## config.mk

```make
export PLATFORM = sky130hd
export DESIGN_NAME = ex_operand_forward
export DESIGN_NICKNAME = d
export VERILOG_FILES = /design/src/rtl/ex_operand_forward.sv
export SDC_FILE = /design/constraint.sdc
export NUM_CORES = 1
export LEC_CHECK = 0
export BUFFER_PORTS_ARGS = -buffer_cell sky130_fd_sc_hd__clkbuf_2
export CORE_AREA = 2 2 115 117
export CTS_CLUSTER_DIAMETER = 150
export DETAILED_ROUTE_END_ITERATION = 8
export DIE_AREA = 0 0 117 119
export PLACE_DENSITY = 0.69
export SETUP_SLACK_MARGIN = 0.5
export SYNTH_ARGS = -nofsm -noshare
export SYNTH_HDL_FRONTEND = slang
export SYNTH_SLANG_ARGS = --single-unit
```

## constraint.sdc

```tcl
create_clock -name clk -period 7.8 [get_ports clk]
set_clock_uncertainty 0.1 [all_clocks]
set_input_delay 2.34 -clock clk [delete_from_list [all_inputs] [get_ports clk]]
set_output_delay 2.34 -clock clk [all_outputs]
set_load 0.005 [all_outputs]
```

## src/rtl/ex_operand_forward.sv

```systemverilog
// EX-stage operand forwarding: owns the EX/MEM and MEM/WB result slots, selects
// ALU operands from register file / EX-EX / MEM-EX, and keeps stall/forward counters.

module ex_fwd_mux #(
   parameter int XLEN = 32
) (
   input  logic            ee,
   input  logic            me,
   input  logic            ev,
   input  logic            wv,
   input  logic [XLEN-1:0] er,
   input  logic [XLEN-1:0] wr,
   input  logic [XLEN-1:0] rf,
   output logic [XLEN-1:0] op,
   output logic            used,
   output logic            bad
);
   // Newer producer (EX/MEM) wins; a flag against an empty slot falls back to rf.
   always_comb begin
      op   = rf;
      used = 1'b0;
      if (ee && ev) begin
         op   = er;
         used = 1'b1;
      end else if (me && wv) begin
         op   = wr;
         used = 1'b1;
      end
   end

   assign bad = (ee && !ev) || (me && !wv);
endmodule

module ex_operand_forward #(
   parameter int XLEN  = 32,
   parameter int CNT_W = 16
) (
   input  logic             clk,
   input  logic             rst,
   input  logic             stall,
   input  logic             forwarding_EX_EX1,
   input  logic             forwarding_EX_EX2,
   input  logic             forwarding_MEM_EX1,
   input  logic             forwarding_MEM_EX2,
   input  logic [XLEN-1:0]  rs1_data,
   input  logic [XLEN-1:0]  rs2_data,
   input  logic [XLEN-1:0]  ex_result,
   input  logic             ex_valid,
   input  logic [XLEN-1:0]  mem_result,
   output logic [XLEN-1:0]  op_a,
   output logic [XLEN-1:0]  op_b,
   output logic [XLEN-1:0]  exmem_result,
   output logic             exmem_valid,
   output logic [XLEN-1:0]  memwb_result,
   output logic             memwb_valid,
   output logic             fwd_err,
   output logic [CNT_W-1:0] stall_count,
   output logic [CNT_W-1:0] fwd_count
);
   localparam int NUM_OPS = 2;
   localparam logic [CNT_W-1:0] CNT_MAX = '1;

   logic [NUM_OPS-1:0]           ee, me, used, bad;
   logic [NUM_OPS-1:0][XLEN-1:0] rf, op;
   // vld_pipe[1] = EX/MEM slot, vld_pipe[2] = MEM/WB slot
   logic [2:1]                   vld_pipe;

   assign ee = {forwarding_EX_EX2, forwarding_EX_EX1};
   assign me = {forwarding_MEM_EX2, forwarding_MEM_EX1};
   assign rf = {rs2_data, rs1_data};

   generate
      for (genvar g = 0; g < NUM_OPS; g++) begin : g_op
         ex_fwd_mux #(.XLEN(XLEN)) u_mux (
            .ee   (ee[g]),
            .me   (me[g]),
            .ev   (vld_pipe[1]),
            .wv   (vld_pipe[2]),
            .er   (exmem_result),
            .wr   (memwb_result),
            .rf   (rf[g]),
            .op   (op[g]),
            .used (used[g]),
            .bad  (bad[g])
         );
      end
   endgenerate

   assign op_a        = op[0];
   assign op_b        = op[1];
   assign exmem_valid = vld_pipe[1];
   assign memwb_valid = vld_pipe[2];

   always_ff @(posedge clk or posedge rst) begin
      if (rst) begin
         exmem_result <= '0;
         memwb_result <= '0;
         vld_pipe     <= '0;
         fwd_err      <= 1'b0;
         stall_count  <= '0;
         fwd_count    <= '0;
      end else begin
         // MEM/WB never stalls; a load-use stall only bubbles EX/MEM.
         memwb_result <= mem_result;
         vld_pipe[2]  <= vld_pipe[1];
         if (stall) begin
            exmem_result <= '0;
            vld_pipe[1]  <= 1'b0;
         end else begin
            exmem_result <= ex_result;
            vld_pipe[1]  <= ex_valid;
         end
         if (|bad)
            fwd_err <= 1'b1;
         if (stall && stall_count != CNT_MAX)
            stall_count <= stall_count + 1'b1;
         if (!stall && |used && fwd_count != CNT_MAX)
            fwd_count <= fwd_count + 1'b1;
      end
   end
endmodule

```

==> run metrics <==
DR DRC count=0; Setup TNS=0 ns; max cap viols=0; Cells after Synth=480; critical-path cell list=clkbuf_2, nand2_2, mux2i_1, o21ai_0, clkbuf_2; Initial Utilization=between 30% and 40%; Slew Limit Fails=0; Avg Inst Size Synth=10.2 um2; CP Launch Type=input port; drt via density=5.09; die area=between 0.01 and 0.015 mm2; CP Max Fanout=32; vias=4,813; die width=117 um; RSZ-0062 raised after global routing=no; WP data required=5.36 ns; CTS sink cnt=99; Core ar.=0.0129 mm2; Critical Path Most Common Cell=clkbuf_2; fraction of layout cells with a size suffix above 1=43.0%; async set or reset register ratio after synthesis=100%; setup violators final=0; All-Layer GR Usage=about a quarter; number of flops mapped to enable cells by yosys=0; Tmin final=about 6.5 ns; Power Dens Cells=202 mW/mm2; fill cell count=1,204; root buffer cell=clkbuf_16; Synth Net Count=618; commonest cells after routing, fill and taps aside=clkbuf_2, dfrtp_1, nand2_1, o21ai_0, mux2i_1; WL/cell=between 15 and 20 um; Antenna Nets Post-Route=0; post-route design area=just under 0.007 mm2; top_reg_cell synth=dfrtp_1; Hold Fails Final Rpt=0; num rows=42; Largest stage delay, worst path=roughly 0.79 ns; share of the synthesized area in the top cell type=50.6%; vias in the first global route=4,540; drt total wl=between 15,000 and 20,000 um; CTS tree=built; Critical Path AT=roughly 4.0 ns; sequential-to-total area share from yosys stat=50.6%; highest clock rate=0.155 GHz; Synth Cell Area=0.00489 mm2; Slowest cell on crit path=nand2_2; initial antenna violation count=2; crit path buf inv count=2; Die Span Y=between 100 and 150 um; status=finished clean; Clock Latency Late Sink=around 0.35 ns; Post-CTS Hold Fix Bufs=0; top cell family by delay on the critical path=simple AND/OR/NAND/NOR gates; Area Growth Syn to Fin=39.5%; Tcrit/Tclk final=82.9%; first-pass GRT wire length=25,100 um; HPWL after detailed placement=13,000 um; DRT Pass-1 Iters=5; dpl ws=around 1.4 ns; H-tree Lvls=3; FF+latch count, synth=99; Slew @ Worst Pin=1.12 ns; leakage=0.00378 uW; VDD IR-drop max=~0.00020 V; I/O Pins=between 200 and 300; clk buf depth=2; RePlAce Congestion=about 0.97; Worst setup EP type=output pin; IO Port Bufs=298; synth top area cells=dfrtp_1, mux2i_1, o21ai_0; YS warnings=0; WS Path Type=in2out; cell taking the most area after synthesis=dfrtp_1; initial drt markers=288; GRT overflow=0; Placed Area=0.00651 mm2; Cell variety after synth=39; post-CTS sizing=0; Worst-path clk slew=0.07 ns; leading cell type in the layout, fill and taps excluded=clkbuf_2; CTS Buf Count=9; fin worst setup slack=1.34 ns; Nets=roughly 900; pin count of the biggest net entering global routing=65; Slew headroom=25.0%; setup bufs post-CTS=0; Min-Delay Path Class=reg2reg
## power breakdown
| group | leakage [uW] | switching (uW) | internal [uW] | total, uW |
|---|---|---|---|---|
| Sequential | 0.00123 | 70.4 | 564 | 634 |
| Clock | 0.000156 | 198 | 281 | 479 |
| Combinational | 0.00239 | 129 | 136 | 266 |
| Total | 0.00378 | 398 | 980 | 1380 |
## cell usage after synthesis (2+ instances only)
| cell | instances |
|---|---|
| and2_2 | 2 |
| and3_1 | 4 |
| and4_1 | 5 |
| buf_2 | 6 |
| clkbuf_1 | 19 |
| dfrtp_1 | 99 |
| ha_1 | 2 |
| inv_1 | 4 |
| mux2_2 | 4 |
| mux2i_1 | 64 |
| nand2_1 | 76 |
| nand3_1 | 14 |
| nand4_1 | 14 |
| nor2_1 | 12 |
| nor2b_1 | 33 |
| nor3_1 | 10 |
| nor3b_1 | 2 |
| nor4_4 | 2 |
| o21ai_0 | 67 |
| o31ai_1 | 3 |
| xnor2_1 | 7 |
| xor2_1 | 14 |
## final timing paths
kind	start	end	slack, ns	cells after the start
worst max-delay path	forwarding_MEM_EX1	op_a[27]	1.34	5
worst min register to register	fwd_err	fwd_err	0.39	2
worst min-delay path	fwd_err	fwd_err	0.39	2
min in group asynchronous	rst	fwd_err	1.91	2
worst max register to register	fwd_count[1]	fwd_count[1]	5.74	5
max in group asynchronous	rst	fwd_count[3]	4.50	3
## registers in the layout, indices dropped and copies added, names as in the netlist
| signal | cells |
|---|---|
| exmem_result | 32 |
| memwb_result | 32 |
| fwd_count | 16 |
| stall_count | 16 |
| vld_pipe | 2 |
| fwd_err | 1 |
## stage by stage
stage	cells	hold slack, ns	total power [uW]	utilization, %
after global placement	929	0.359	903	50.5
final	946	0.387	1380	53.0
after CTS	945	0.393	1400	53.0
after floorplan	480	0.338	756	-
after detailed placement	929	0.375	911	50.5
after global routing	945	0.408	1460	53.0
## per-layer routing
| layer | track usage (%) | wire length (um) | up-vias |
|---|---|---|---|
| met5 | 0 | 16 | - |
| met4 | 8.53 | 463 | 2 |
| met3 | 8.65 | 1420 | 38 |
| met2 | 38.9 | 8430 | 224 |
| met1 | 29.6 | 6760 | 2311 |
| li1 | - | - | 2238 |
## worst min-delay path: cells and delay by family (launching register included)
kind,cells,cell delay (ns)
flip-flops,1,0.35
AO/OA/AOI/OAI,1,0.06
buffers and inverters,1,0.04
## cell type report
type,instances,area (um2),share of cell area (%)
multi-input combinational,351,2290,33.6
sequential,99,2480,36.3
timing repair buffer,299,1500,22.0
inverter,4,17.5,0.257
tap,176,220,3.23
clock buffer,9,225,3.30
antenna,1,2.50,0.0367
clock inverter,7,91.3,1.34
## kinds of logic after synthesis
logic type	count (synthesis)	synth area share [%]
AND/OR/NAND/NOR	182	19.6
flip-flops	99	50.6
AO/OA/AOI/OAI	77	8.62
multiplexers	69	14.3
buffers and inverters	30	2.61
XOR/XNOR	21	3.76
adder cells (fa/ha/maj)	2	0.511
(Power assumes the default switching activity.)
